==> src/rtl/rtc_bus_pkg.sv <==
`default_nettype none
// ============================================================================
// rtc_bus_pkg -- port ids, FSM encoding and transaction type for the RTC bus
// Revision: 1.0
// ============================================================================
package rtc_bus_pkg;

  localparam logic [7:0] PORT_ADDR_DEFAULT  = 8'h01;
  localparam logic [7:0] PORT_WDATA_DEFAULT = 8'h02;
  localparam logic [7:0] PORT_RCMD_DEFAULT  = 8'h03;

  typedef enum logic [2:0] {
    ST_IDLE = 3'd0,
    ST_ADDR = 3'd1,
    ST_GAP1 = 3'd2,
    ST_DATA = 3'd3,
    ST_GAP2 = 3'd4
  } rtc_state_t;

  typedef enum logic {
    TXN_WR = 1'b0,
    TXN_RD = 1'b1
  } rtc_txn_t;

  // Fixed phase sequence of a bus transaction; GAP2 returns to IDLE.
  function automatic rtc_state_t next_phase(input rtc_state_t s);
    rtc_state_t n;
    case (s)
      ST_ADDR: n = ST_GAP1;
      ST_GAP1: n = ST_DATA;
      ST_DATA: n = ST_GAP2;
      default: n = ST_IDLE;
    endcase
    return n;
  endfunction

endpackage
`default_nettype wire

==> src/rtl/rtc_phase_timer.sv <==
`default_nettype none
// ============================================================================
// rtc_phase_timer -- loadable down-counter, expire pulses on a phase's last cycle
// Revision: 1.0
// ============================================================================
module rtc_phase_timer #(
  parameter int unsigned T_PULSE = 8
) (
  input  logic clock,
  input  logic reset,
  input  logic load,
  input  logic enable,
  output logic expire
);

  localparam int unsigned   CW       = (T_PULSE > 1) ? $clog2(T_PULSE) : 1;
  localparam logic [CW-1:0] LOAD_VAL = CW'(T_PULSE - 1);

  logic [CW-1:0] count;

  always_ff @(posedge clock) begin
    if (reset) begin
      count <= '0;
    end else if (load) begin
      count <= LOAD_VAL;
    end else if (enable && (count != '0)) begin
      count <= count - 1'b1;
    end
  end

  assign expire = enable && (count == '0);

endmodule
`default_nettype wire

==> src/rtl/rtc_bus_driver.sv <==
`default_nettype none
// ============================================================================
// rtc_bus_driver -- turns PicoBlaze port writes into RTC multiplexed AD bus cycles
// Revision: 1.0
// ============================================================================
module rtc_bus_driver
  import rtc_bus_pkg::*;
#(
  parameter logic [7:0]  PORT_ADDR  = PORT_ADDR_DEFAULT,
  parameter logic [7:0]  PORT_WDATA = PORT_WDATA_DEFAULT,
  parameter logic [7:0]  PORT_RCMD  = PORT_RCMD_DEFAULT,
  parameter int unsigned T_PULSE    = 8
) (
  input  logic       clock,
  input  logic       reset,
  input  logic [7:0] port_id,
  input  logic [7:0] out_port,
  input  logic       write_strobe,
  input  logic [7:0] ad_in,
  output logic [7:0] ad_out,
  output logic       ad_oe,
  output logic       a_d,
  output logic       cs_n,
  output logic       wr_n,
  output logic       rd_n,
  output logic [7:0] datao_rtc_port,
  output logic [7:0] donew_port,
  output logic [7:0] doner_port,
  output logic       busy
);

  rtc_state_t state;
  rtc_state_t state_next;
  rtc_txn_t   txn;

  logic [7:0] addr_reg;
  logic [7:0] wdata_reg;
  logic       donew;
  logic       doner;

  logic cmd_ok;
  logic hit_addr;
  logic hit_wdata;
  logic hit_rcmd;
  logic start;
  logic expire;
  logic timer_load;
  logic timer_en;
  logic data_last;
  logic gap2_last;

  logic [7:0] ad_out_next;
  logic       ad_oe_next;
  logic       a_d_next;
  logic       cs_n_next;
  logic       wr_n_next;
  logic       rd_n_next;

  assign cmd_ok    = write_strobe && (state == ST_IDLE);
  assign hit_addr  = cmd_ok && (port_id == PORT_ADDR);
  assign hit_wdata = cmd_ok && (port_id == PORT_WDATA);
  assign hit_rcmd  = cmd_ok && (port_id == PORT_RCMD);
  assign start     = hit_wdata || hit_rcmd;

  assign timer_en   = (state != ST_IDLE);
  assign timer_load = start || (expire && (state != ST_GAP2));
  assign data_last  = (state == ST_DATA) && expire;
  assign gap2_last  = (state == ST_GAP2) && expire;

  rtc_phase_timer #(
    .T_PULSE (T_PULSE)
  ) u_phase_timer (
    .clock  (clock),
    .reset  (reset),
    .load   (timer_load),
    .enable (timer_en),
    .expire (expire)
  );

  always_ff @(posedge clock) begin
    if (reset) begin
      state <= ST_IDLE;
    end else begin
      state <= state_next;
    end
  end

  // Outputs are decoded from the next state so the registered pins change
  // on the same edge as the state register.
  always_comb begin
    state_next  = state;
    ad_out_next = ad_out;
    ad_oe_next  = 1'b0;
    a_d_next    = 1'b1;
    cs_n_next   = 1'b1;
    wr_n_next   = 1'b1;
    rd_n_next   = 1'b1;

    if (state == ST_IDLE) begin
      if (start) begin
        state_next = ST_ADDR;
      end
    end else if (expire) begin
      state_next = next_phase(state);
    end

    case (state_next)
      ST_ADDR: begin
        a_d_next    = 1'b0;
        cs_n_next   = 1'b0;
        wr_n_next   = 1'b0;
        ad_oe_next  = 1'b1;
        ad_out_next = addr_reg;
      end
      ST_GAP1: begin
        a_d_next = 1'b0;
      end
      ST_DATA: begin
        cs_n_next = 1'b0;
        if (txn == TXN_WR) begin
          wr_n_next   = 1'b0;
          ad_oe_next  = 1'b1;
          ad_out_next = wdata_reg;
        end else begin
          rd_n_next = 1'b0;
        end
      end
      default: begin
      end
    endcase
  end

  always_ff @(posedge clock) begin
    if (reset) begin
      ad_out         <= 8'h00;
      ad_oe          <= 1'b0;
      a_d            <= 1'b1;
      cs_n           <= 1'b1;
      wr_n           <= 1'b1;
      rd_n           <= 1'b1;
      busy           <= 1'b0;
      txn            <= TXN_WR;
      addr_reg       <= 8'h00;
      wdata_reg      <= 8'h00;
      datao_rtc_port <= 8'h00;
      donew          <= 1'b0;
      doner          <= 1'b0;
    end else begin
      ad_out <= ad_out_next;
      ad_oe  <= ad_oe_next;
      a_d    <= a_d_next;
      cs_n   <= cs_n_next;
      wr_n   <= wr_n_next;
      rd_n   <= rd_n_next;
      busy   <= (state_next != ST_IDLE);

      if (hit_addr) begin
        addr_reg <= out_port;
      end
      if (hit_wdata) begin
        wdata_reg <= out_port;
      end
      if (hit_wdata) begin
        txn <= TXN_WR;
      end else if (hit_rcmd) begin
        txn <= TXN_RD;
      end

      if (data_last && (txn == TXN_RD)) begin
        datao_rtc_port <= ad_in;
      end

      if (hit_addr || start) begin
        donew <= 1'b0;
        doner <= 1'b0;
      end else if (gap2_last) begin
        if (txn == TXN_WR) begin
          donew <= 1'b1;
        end else begin
          doner <= 1'b1;
        end
      end
    end
  end

  assign donew_port = {7'b0000000, donew};
  assign doner_port = {7'b0000000, doner};

endmodule
`default_nettype wire

==> config.mk <==
export PLATFORM = sky130hd
export DESIGN_NAME = rtc_bus_driver
export DESIGN_NICKNAME = d
export VERILOG_FILES = /design/src/rtl/rtc_bus_pkg.sv /design/src/rtl/rtc_phase_timer.sv /design/src/rtl/rtc_bus_driver.sv
export SDC_FILE = /design/constraint.sdc
export NUM_CORES = 1
export LEC_CHECK = 0
export ABC_CLOCK_PERIOD_IN_PS = 3000
export CORE_ASPECT_RATIO = 0.75
export CORE_UTILIZATION = 46
export DETAILED_ROUTE_END_ITERATION = 16
export GPL_ROUTABILITY_DRIVEN = 0
export PLACE_DENSITY = 0.91
export SYNTH_ARGS = -nofsm -noshare
export SYNTH_HDL_FRONTEND = slang
export SYNTH_HIERARCHICAL = 1
export SYNTH_SLANG_ARGS = --single-unit
==> constraint.sdc <==
create_clock -name clock -period 3 [get_ports clock]
set_input_delay 0.6 -clock clock [delete_from_list [all_inputs] [get_ports clock]]
set_output_delay 0.6 -clock clock [all_outputs]
set_load 0.02 [all_outputs]
==> flow_metrics.py, run 1 <==
metrics = {
    "power": {
        "ir_worst_vdd_v": 0.0002404,
        "p_per_area_nw_per_um2": 451.3,
        "p_leak_nw": 1.089,
        "p_total_mw": 1.184,
    },
    "routing": {
        "met2_length_mm": 1.839,
        "drtIter0Drc": 128,
        "routed-wl-met3_microns": 287,
        "final_antenna_net_count": 0,
        "drc": 0,
        "drt-wirelength-per-cell_microns": 12.90,
        "viasPerCell": 5.009,
        "wl_met1_mm": 2.017,
        "dr.pass1.iters": 4,
        "dr_total_vias": 1633,
        "wl_mm": 4.204,
        "top_layer_used": "met4",
    },
    "timing": {
        "finalSetupViolCount": 0,
        "finalClockSkew_ps": 6.382,
        "tns_ps": 0,
        "rsz0062_at_grt": "no",
        "hold_viol": 0,
        "fin_ws_ps": 308.1,
        "slew_violations": 0,
        "finalCritPeriodShare": 0.8973,
        "worst_slew_pin_slew_ps": 625.1,
        "period_needed_ps": 2692,
        "clock.fmax_ghz": 0.3715,
        "relSlewSlack": 0.5814,
    },
    "synth": {
        "yosys-top-cells-area": "dfxtp_1 (46%), mux2i_1 (8.4%), buf_4 (6.3%)",
        "syn_inst": 222,
        "ys.flop_type": "dfxtp_1",
        "synth.area.mux_share": 0.08369,
        "ys_warn_count": 6,
        "async_flop_share": 0,
        "synth.distinct_cells": 40,
        "synth_top_area_share": 0.4628,
        "synth_xor_area_frac": 0,
        "synthAdderAreaFrac": 0.01231,
        "synth-compound-area-share": 0.1360,
        "seq_area_frac_synth": 0.4628,
        "synth_top_family_by_area": "simple AND/OR/NAND/NOR gates",
        "synth-simple-area-share": 0.2098,
        "yosysTopAreaCell": "dfxtp_1",
        "avgSynthCellArea_sq_um": 9.159,
        "ys_ff_latch": 47,
        "synth-edff-count": 0,
        "synth.cell_area_sq_um": 2033,
    },
    "worst_setup_path": {
        "reg2reg_from": "state[0]$_SDFF_PP0_",
        "cpPeakStageDelay_ps": 570,
        "path_delay_family": "compound AO/OA/AOI/OAI gates",
        "rrSetupSlack_ps": 310,
        "cp_data_arrival_time_ps": 2870,
        "path_buf_inv": 1,
        "slowest_stage": "a2111o_1",
        "reg2reg_to": "ad_out[2]$_SDFFE_PP0P_",
        "worstPathMaxFanout": 9,
        "required_ps": 3180,
        "ff2ff_path_depth": 8,
        "crit_start": "state[0]$_SDFF_PP0_",
        "path_depth": 8,
        "worstSetupPathType": "flip-flop to flip-flop",
        "end_kind": "flip-flop",
        "start_kind": "flip-flop",
        "path_cells": "or3_1 > inv_1 > nor2_1 > and3b_1 > o21ai_0 > a2111o_1 > o22ai_1 > a21oi_1",
        "setup.worst_path.end": "ad_out[2]$_SDFFE_PP0P_",
    },
    "floorplanning": {
        "num_rows": 20,
        "die_h_microns": 59.58,
        "fp.dieW_microns": 78.77,
        "pin_count": 65,
        "die-area_sq_um": 4693,
        "core_sq_um": 4154,
        "initial_utilization": 0.4895,
    },
    "global_routing": {
        "grt_pass1_wl_mm": 6.886,
        "grt_usage": 0.1926,
        "grt_antenna_before_repair": 0,
        "globalRouteOverflowTotal": 0,
        "grt_start_max_net_pins": 40,
        "grt_pass1_vias": 1514,
    },
    "final_layout": {
        "drive_gt1_frac": 0.06273,
        "num-fill-cells": 354,
        "synthToLayoutAreaGrowth_pct": 29.05,
        "final_nets": 299,
        "n_antenna_cell": 0,
    },
    "placed_design": {
        "dp_slack_ps": 400.4,
        "hpwl_mm": 3.045,
        "portBuffers": 50,
    },
    "run_status": {
        "status": "finished, final reports clean",
    },
    "cts": {
        "ctsRootBufferMaster": "clkbuf_8",
        "ctsResizeCount": 0,
        "postCtsHoldBufs": 0,
        "cts_tree": "yes",
        "path_clk_slew_ps": 90,
        "clk_latency_ps": 300,
        "cts_inserted_buffers": 5,
        "htreeDepth": 2,
        "clock_sink_count": 47,
        "cts_buffer_depth": 2,
        "cts_setup_buffers": 0,
    },
    "min_path": {
        "hold_path.class": "flip-flop to flip-flop",
    },
    "run": {
        "maxCapViolCount": 0,
    },
}
==> worst register-to-register path: cells and delay by family, from the launching register on <==
| family | cells | cell delay [ps] |
|---|---|---|
| simple gates | 3 | 910 |
| flops | 1 | 510 |
| compound gates | 4 | 1050 |
| buf+inv | 1 | 100 |
==> where the power goes <==
part | total (mW) | switching [mW] | internal, mW
Clock | 0.478 | 0.208 | 0.270
Sequential | 0.626 | 0.00116 | 0.625
Combinational | 0.0803 | 0.0400 | 0.0403
Total | 1.18 | 0.249 | 0.935
==> final cells by class <==
class | count | area (sq um) | share of cell area
multi-input cells | 157 | 950.9 | 0.3624
flip-flops and latches | 47 | 940.9 | 0.3586
repair buffers | 53 | 523.0 | 0.1993
clock buffers | 6 | 82.58 | 0.03147
well taps | 55 | 68.82 | 0.02623
clock inverters | 2 | 35.03 | 0.01335
inverters | 6 | 22.52 | 0.008584
==> through the flow <==
stage | util | area [sq um] | instances | hold WS [ps]
CTS | 0.6316 | 2624 | 326 | 469.1
global placement | 0.6033 | 2506 | 318 | 440.5
finish | 0.6316 | 2624 | 326 | 466.8
detailed placement | 0.6033 | 2506 | 318 | 449.5
floorplan | - | 2082 | 235 | 432.0
global route | 0.6316 | 2624 | 326 | 482.2
==> Yosys cell counts, drive strengths merged, types with 2 or more instances <==
cell    instances
a211oi          3
a21oi          17
buf            20
clkbuf          5
dfxtp          47
ha              2
inv             6
mux2i          17
nand2          20
nand2b         14
nand3           2
nor2           32
nor3            4
nor4b           2
o211ai          2
o21ai           3
o22ai           8
==> kinds of logic (layout without fill, tap and decap cells) <==
group,after synthesis,in the layout
AOI/OAI and AO/OA,43,43
adders and majority gates,2,2
buffers and inverters,31,67
DFF,47,47
muxes,17,17
other,1,14
and+or+nand+nor,81,81
==> how the worst min path moves through the flow <==
stage | from | endpoint | slack [ps] | cells after the start
floorplan | wdata_reg[0]$_SDFFE_PP0P_ | wdata_reg[0]$_SDFFE_PP0P_ | 430 | 2
finish | wdata_reg[7]$_SDFFE_PP0P_ | wdata_reg[7]$_SDFFE_PP0P_ | 470 | 2
CTS | wdata_reg[7]$_SDFFE_PP0P_ | wdata_reg[7]$_SDFFE_PP0P_ | 470 | 2
global placement | wdata_reg[5]$_SDFFE_PP0P_ | wdata_reg[5]$_SDFFE_PP0P_ | 440 | 2
detailed placement | wdata_reg[7]$_SDFFE_PP0P_ | wdata_reg[7]$_SDFFE_PP0P_ | 450 | 2
global route | wdata_reg[7]$_SDFFE_PP0P_ | wdata_reg[7]$_SDFFE_PP0P_ | 480 | 2
==> cells in the final DEF (no fill, tap or decap), types with 2 or more instances in the layout <==
| cell type | n |
|---|---|
| o211ai_1 | 2 |
| conb_1 | 14 |
| nand2_1 | 20 |
| a21oi_1 | 17 |
| ha_1 | 2 |
| o22ai_1 | 8 |
| inv_1 | 6 |
| nor2_1 | 32 |
| o21ai_0 | 3 |
| clkdlybuf4s50_1 | 50 |
| mux2i_1 | 17 |
| dfxtp_1 | 47 |
| nand2b_1 | 13 |
| a211oi_1 | 2 |
| buf_4 | 3 |
| clkbuf_8 | 6 |
| nor3_1 | 4 |
| nand3_1 | 2 |
==> layer usage <==
layer	vias to the layer above	GRT usage
li1	825	-
met1	749	0.2538
met2	52	0.2994
met3	7	0.05231
met4	0	0.08201
met5	-	0
No activity file was read; power rests on OpenSTA's default activity.
==> run 2: changes to the inputs <==
--- a/config.mk
+++ b/config.mk
@@ -9,4 +9,5 @@
 export CORE_ASPECT_RATIO = 0.75
 export CORE_UTILIZATION = 46
+export CTS_CLUSTER_SIZE = 10
 export DETAILED_ROUTE_END_ITERATION = 16
 export GPL_ROUTABILITY_DRIVEN = 0
==> constraint.sdc (replaced) <==
create_clock -name clock -period 3 [get_ports clock]
set_input_delay 0.9 -clock clock [delete_from_list [all_inputs] [get_ports clock]]
set_output_delay 0.9 -clock clock [all_outputs]
set_load 0.02 [all_outputs]
==> flow_metrics.py, run 2 (same netlist as run 1, synthesis figures left out) <==
metrics = {
    "global_routing": {
        "globalRouteOverflowTotal": 0,
        "grt_usage": 0.1927,
        "grt_pass1_wl_mm": 6.982,
        "grt_antenna_before_repair": 0,
        "grt_start_max_net_pins": 19,
        "grt_pass1_vias": 1554,
    },
    "timing": {
        "tns_ps": 0,
        "slew_violations": 0,
        "period_needed_ps": 2762,
        "finalSetupViolCount": 0,
        "fin_ws_ps": 237.7,
        "rsz0062_at_grt": "no",
        "worst_slew_pin_slew_ps": 696.1,
        "relSlewSlack": 0.5339,
        "finalClockSkew_ps": 8.370,
        "hold_viol": 0,
        "clock.fmax_ghz": 0.3620,
        "finalCritPeriodShare": 0.9208,
    },
    "final_layout": {
        "n_antenna_cell": 0,
        "regArea_sq_um": 940.9,
        "utilization": 0.6283,
        "num-fill-cells": 373,
        "synthToLayoutAreaGrowth_pct": 28.37,
        "layout_common_cells": "clkdlybuf4s50_1 (50), dfxtp_1 (47), nor2_1 (32)",
        "multi_input_area_sq_um": 950.9,
        "final_common_cell": "clkdlybuf4s50_1",
        "drive_gt1_frac": 0.06960,
        "final_nets": 301,
        "postLayoutCellArea_sq_um": 2610,
    },
    "run_status": {
        "status": "finished, final reports clean",
    },
    "power": {
        "p_switching_mw": 0.2502,
        "p_leak_nw": 1.077,
        "ir_worst_vdd_v": 0.0002305,
        "power_frac_clock": 0.344,
        "p_int_mw": 0.8285,
        "p_per_area_nw_per_um2": 413.3,
        "p_seq_frac": 0.581,
        "p_sw_frac": 0.2320,
        "pwr-share-comb": 0.075,
    },
    "worst_setup_path": {
        "cpPeakStageDelay_ps": 580,
        "worstPathMaxFanout": 10,
        "required_ps": 3190,
        "end_kind": "flip-flop",
        "path_delay_family": "simple AND/OR/NAND/NOR gates",
        "slowest_stage": "a2111o_1",
        "start_kind": "flip-flop",
        "cp_data_arrival_time_ps": 2950,
        "path_buf_inv": 1,
        "worstSetupPathType": "flip-flop to flip-flop",
        "path_cells": "or3_1 > inv_1 > nor2_1 > and3b_1 > o21ai_0 > a2111o_1 > o22ai_1 > nor3_1",
    },
    "cts": {
        "ctsResizeCount": 0,
        "ctsRootBufferMaster": "clkbuf_8",
        "path_clk_slew_ps": 90,
        "htreeDepth": 2,
        "cts_inserted_buffers": 5,
        "clk_latency_ps": 300,
        "clock_sink_count": 47,
        "cts_setup_buffers": 0,
        "cts_tree": "yes",
        "cts_buffer_depth": 2,
        "postCtsHoldBufs": 0,
    },
    "floorplanning": {
        "fp.dieW_microns": 78.77,
        "core_sq_um": 4154,
        "pin_count": 65,
        "initial_utilization": 0.4895,
        "num_rows": 20,
        "die-area_sq_um": 4693,
        "die_h_microns": 59.58,
    },
    "routing": {
        "drc": 0,
        "dr_total_vias": 1644,
        "drt-wirelength-per-cell_microns": 12.58,
        "drtIter0Drc": 142,
        "wl_mm": 4.126,
        "viasPerCell": 5.012,
        "final_antenna_net_count": 0,
        "dr.pass1.iters": 4,
    },
    "placed_design": {
        "hpwl_mm": 3.133,
        "portBuffers": 50,
        "place_area_sq_um": 2521,
        "dp_slack_ps": 130.0,
    },
    "min_path": {
        "hold_path.class": "flip-flop to flip-flop",
    },
    "run": {
        "maxCapViolCount": 0,
    },
}
run 2: cell types whose count changed in the layout (fill, tap and decap cells not counted), sizes merged:
| cell | before | now |
|---|---|---|
| bufinv | 1 | 0 |
| clkinvlp | 0 | 2 |
| clkbuf | 6 | 5 |
| buf | 3 | 5 |
run 2: final timing paths:
| check | endpoint | cells after the start | slack (ps) | start |
|---|---|---|---|---|
| worst max-delay path | ad_out[7]$_SDFFE_PP0P_ | 8 | 240 | state[1]$_SDFF_PP0_ |
| worst min-delay path | wdata_reg[3]$_SDFFE_PP0P_ | 2 | 460 | wdata_reg[3]$_SDFFE_PP0P_ |
| worst max register to register | ad_out[7]$_SDFFE_PP0P_ | 8 | 240 | state[1]$_SDFF_PP0_ |
| worst min register to register | wdata_reg[3]$_SDFFE_PP0P_ | 2 | 460 | wdata_reg[3]$_SDFFE_PP0P_ |
run 2: per-layer routing:
layer,share of wire,global-route usage,vias to the layer above
met2,0.47,0.3217,59
met1,0.46,0.2493,747
met3,0.063,0.04769,5
met4,0.0080,0.05556,0
met5,0,0,-
li1,-,-,833
run 2: stage by stage:
step	power (mW)	std cells	hold slack [ps]
final	1.079	328	459.7
after global placement	0.7215	320	437.9
after floorplan	0.6901	235	432.0
after detailed placement	0.7225	320	446.4
after CTS	1.089	328	457.8
after global routing	1.122	328	483.4
run 2: power groups by stage:
stage                     Combinational (mW)  Clock [mW]  Sequential [mW]
final                                 0.0814       0.371            0.626
after floorplan                       0.0478           0            0.642
after CTS                             0.0817       0.381            0.626
after detailed placement              0.0813           0            0.641
after global placement                0.0804           0            0.641
after global routing                  0.0878       0.408            0.627
run 2: cell type report:
class,count,share of cell area
Clock inverter,3,0.007670
Timing Repair Buffer,55,0.2061
Sequential cell,47,0.3605
Multi-Input combinational cell,157,0.3643
Inverter,6,0.008629
Tap cell,55,0.02637
Clock buffer,5,0.02637
run 2: worst register-to-register path, delay by kind of cell (launching register included):
family	cells	cell delay, ps
AO/OA/AOI/OAI	3	980
buffers and inverters	1	100
flip-flops	1	550
AND/OR/NAND/NOR	4	1040
==> run 3: changes to the inputs <==
Settings changed: DONT_BUFFER_PORTS set to 1, PLACE_DENSITY 0.91 to unset.
==> flow_metrics.py, run 3 (same netlist as run 1, synthesis figures left out) <==
metrics = {
    "timing": {
        "relSlewSlack": 0.5348,
        "finalCritPeriodShare": 0.9183,
        "finalClockSkew_ps": 5.039,
        "slew_violations": 0,
        "worst_slew_pin_slew_ps": 694.8,
        "whs_ps": 454.1,
        "period_needed_ps": 2755,
        "rsz0062_at_grt": "no",
        "clock.fmax_ghz": 0.3630,
        "finalSetupViolCount": 0,
        "tns_ps": 0,
        "hold_viol": 0,
    },
    "global_routing": {
        "met1_usage": 0.2231,
        "grt_pass1_vias": 1334,
        "grt_antenna_before_repair": 0,
        "grt_pass1_wl_mm": 6.279,
        "grt_usage": 0.1795,
        "grt_start_max_net_pins": 44,
        "met2_usage": 0.2894,
        "grt_use_met3": 0.06462,
        "globalRouteOverflowTotal": 0,
        "grt_busiest_layer": "met2",
    },
    "cts": {
        "ctsResizeCount": 0,
        "clock_sink_count": 47,
        "ctsRootBufferMaster": "clkbuf_8",
        "cts_tree": "yes",
        "htreeDepth": 2,
        "clk_latency_ps": 290,
        "cts_buffer_depth": 2,
        "cts_setup_buffers": 0,
        "postCtsHoldBufs": 0,
        "cts_inserted_buffers": 5,
        "path_clk_slew_ps": 80,
    },
    "floorplanning": {
        "die-area_sq_um": 4693,
        "initial_utilization": 0.4895,
        "die_h_microns": 59.58,
        "num_rows": 20,
        "core_sq_um": 4154,
        "pin_count": 65,
        "fp.dieW_microns": 78.77,
    },
    "worst_setup_path": {
        "worstSetupPathType": "flip-flop to flip-flop",
        "reg2reg_from": "state[2]$_SDFF_PP0_",
        "cp_data_arrival_time_ps": 2940,
        "required_ps": 3190,
        "worstPathMaxFanout": 10,
        "end_kind": "flip-flop",
        "crit_start": "state[2]$_SDFF_PP0_",
        "start_kind": "flip-flop",
    },
    "routing": {
        "dr_total_vias": 1455,
        "drtIter0Drc": 174,
        "dr.pass1.iters": 4,
        "viasPerCell": 5.349,
        "drc": 0,
        "drt-wirelength-per-cell_microns": 14.89,
        "final_antenna_net_count": 0,
        "wl_mm": 4.051,
    },
    "final_layout": {
        "n_antenna_cell": 0,
        "layout_common_cells": "dfxtp_1 (47), nor2_1 (32), nand2_1 (20)",
        "synthToLayoutAreaGrowth_pct": 2.585,
        "final_cells": 272,
        "num-fill-cells": 415,
        "final_common_cell": "dfxtp_1",
        "final_nets": 246,
        "drive_gt1_frac": 0.05530,
        "utilization": 0.5021,
    },
    "placed_design": {
        "hpwl_mm": 2.860,
        "dp_cells": 265,
        "portBuffers": 0,
    },
    "power": {
        "ir_worst_vdd_v": 0.0002919,
        "p_total_mw": 1.099,
        "p_per_area_nw_per_um2": 526.9,
        "p_leak_nw": 0.8763,
    },
    "run_status": {
        "status": "finished, final reports clean",
    },
    "run": {
        "maxCapViolCount": 0,
    },
    "min_path": {
        "min_from": "wdata_reg[7]$_SDFFE_PP0P_",
        "hold_path.class": "flip-flop to flip-flop",
    },
}
[run 3: changes by cell type in the layout (fill, tap and decap cells not counted), sizes merged]
cell	previous run	this run
clkdlybuf4s50	50	0
clkinv	1	0
bufinv	0	1
clkbuf	5	6
buf	5	0
clkinvlp	2	0
[run 3: worst paths after layout]
| kind | endpoint | slack (ps) | cells past startpoint |
|---|---|---|---|
| setup / recovery | ad_out[7]$_SDFFE_PP0P_ | 250 | 8 |
| hold reg to reg | wdata_reg[7]$_SDFFE_PP0P_ | 450 | 2 |
| setup reg to reg | ad_out[7]$_SDFFE_PP0P_ | 250 | 8 |
| hold / removal | wdata_reg[7]$_SDFFE_PP0P_ | 450 | 2 |
[run 3: worst max-delay path, stage by stage, from the launching register on]
cell and delay [ps]:
dfxtp_1 560, or3_1 280, inv_1 90, nor2_1 360, and3b_1 310, o21ai_0 200, a2111o_1 580, o22ai_1 200
nor3_1 70
[run 3: power by group]
group | switching (mW) | internal, mW
clock | 0.196 | 0.244
combinational | 0.0221 | 0.00825
sequential | 0.00291 | 0.625
[run 3: cell type report]
class                      instances  area [sq um]  share of cell area
multi-input combinational        157         950.9              0.4559
sequential                        47         940.9              0.4511
clock buffer                       6         72.57             0.03479
tap                               55         68.82             0.03299
clock inverter                     1         30.03             0.01440
inverter                           6         22.52             0.01080
[run 3: through the flow]
stage	setup WS (ps)	cell area [sq um]
after detailed placement	310.1	1983
final	245.0	2086
after global routing	48.78	2086
after CTS	302.7	2086
after floorplan	766.7	2082
after global placement	499.7	1983
[run 3: metal layers]
metal  wire, microns  vias to the layer above
met2            1854                       58
met3             336                        5
met5               0                        -
met1            1821                      668
met4              38                        0
li1                -                      724
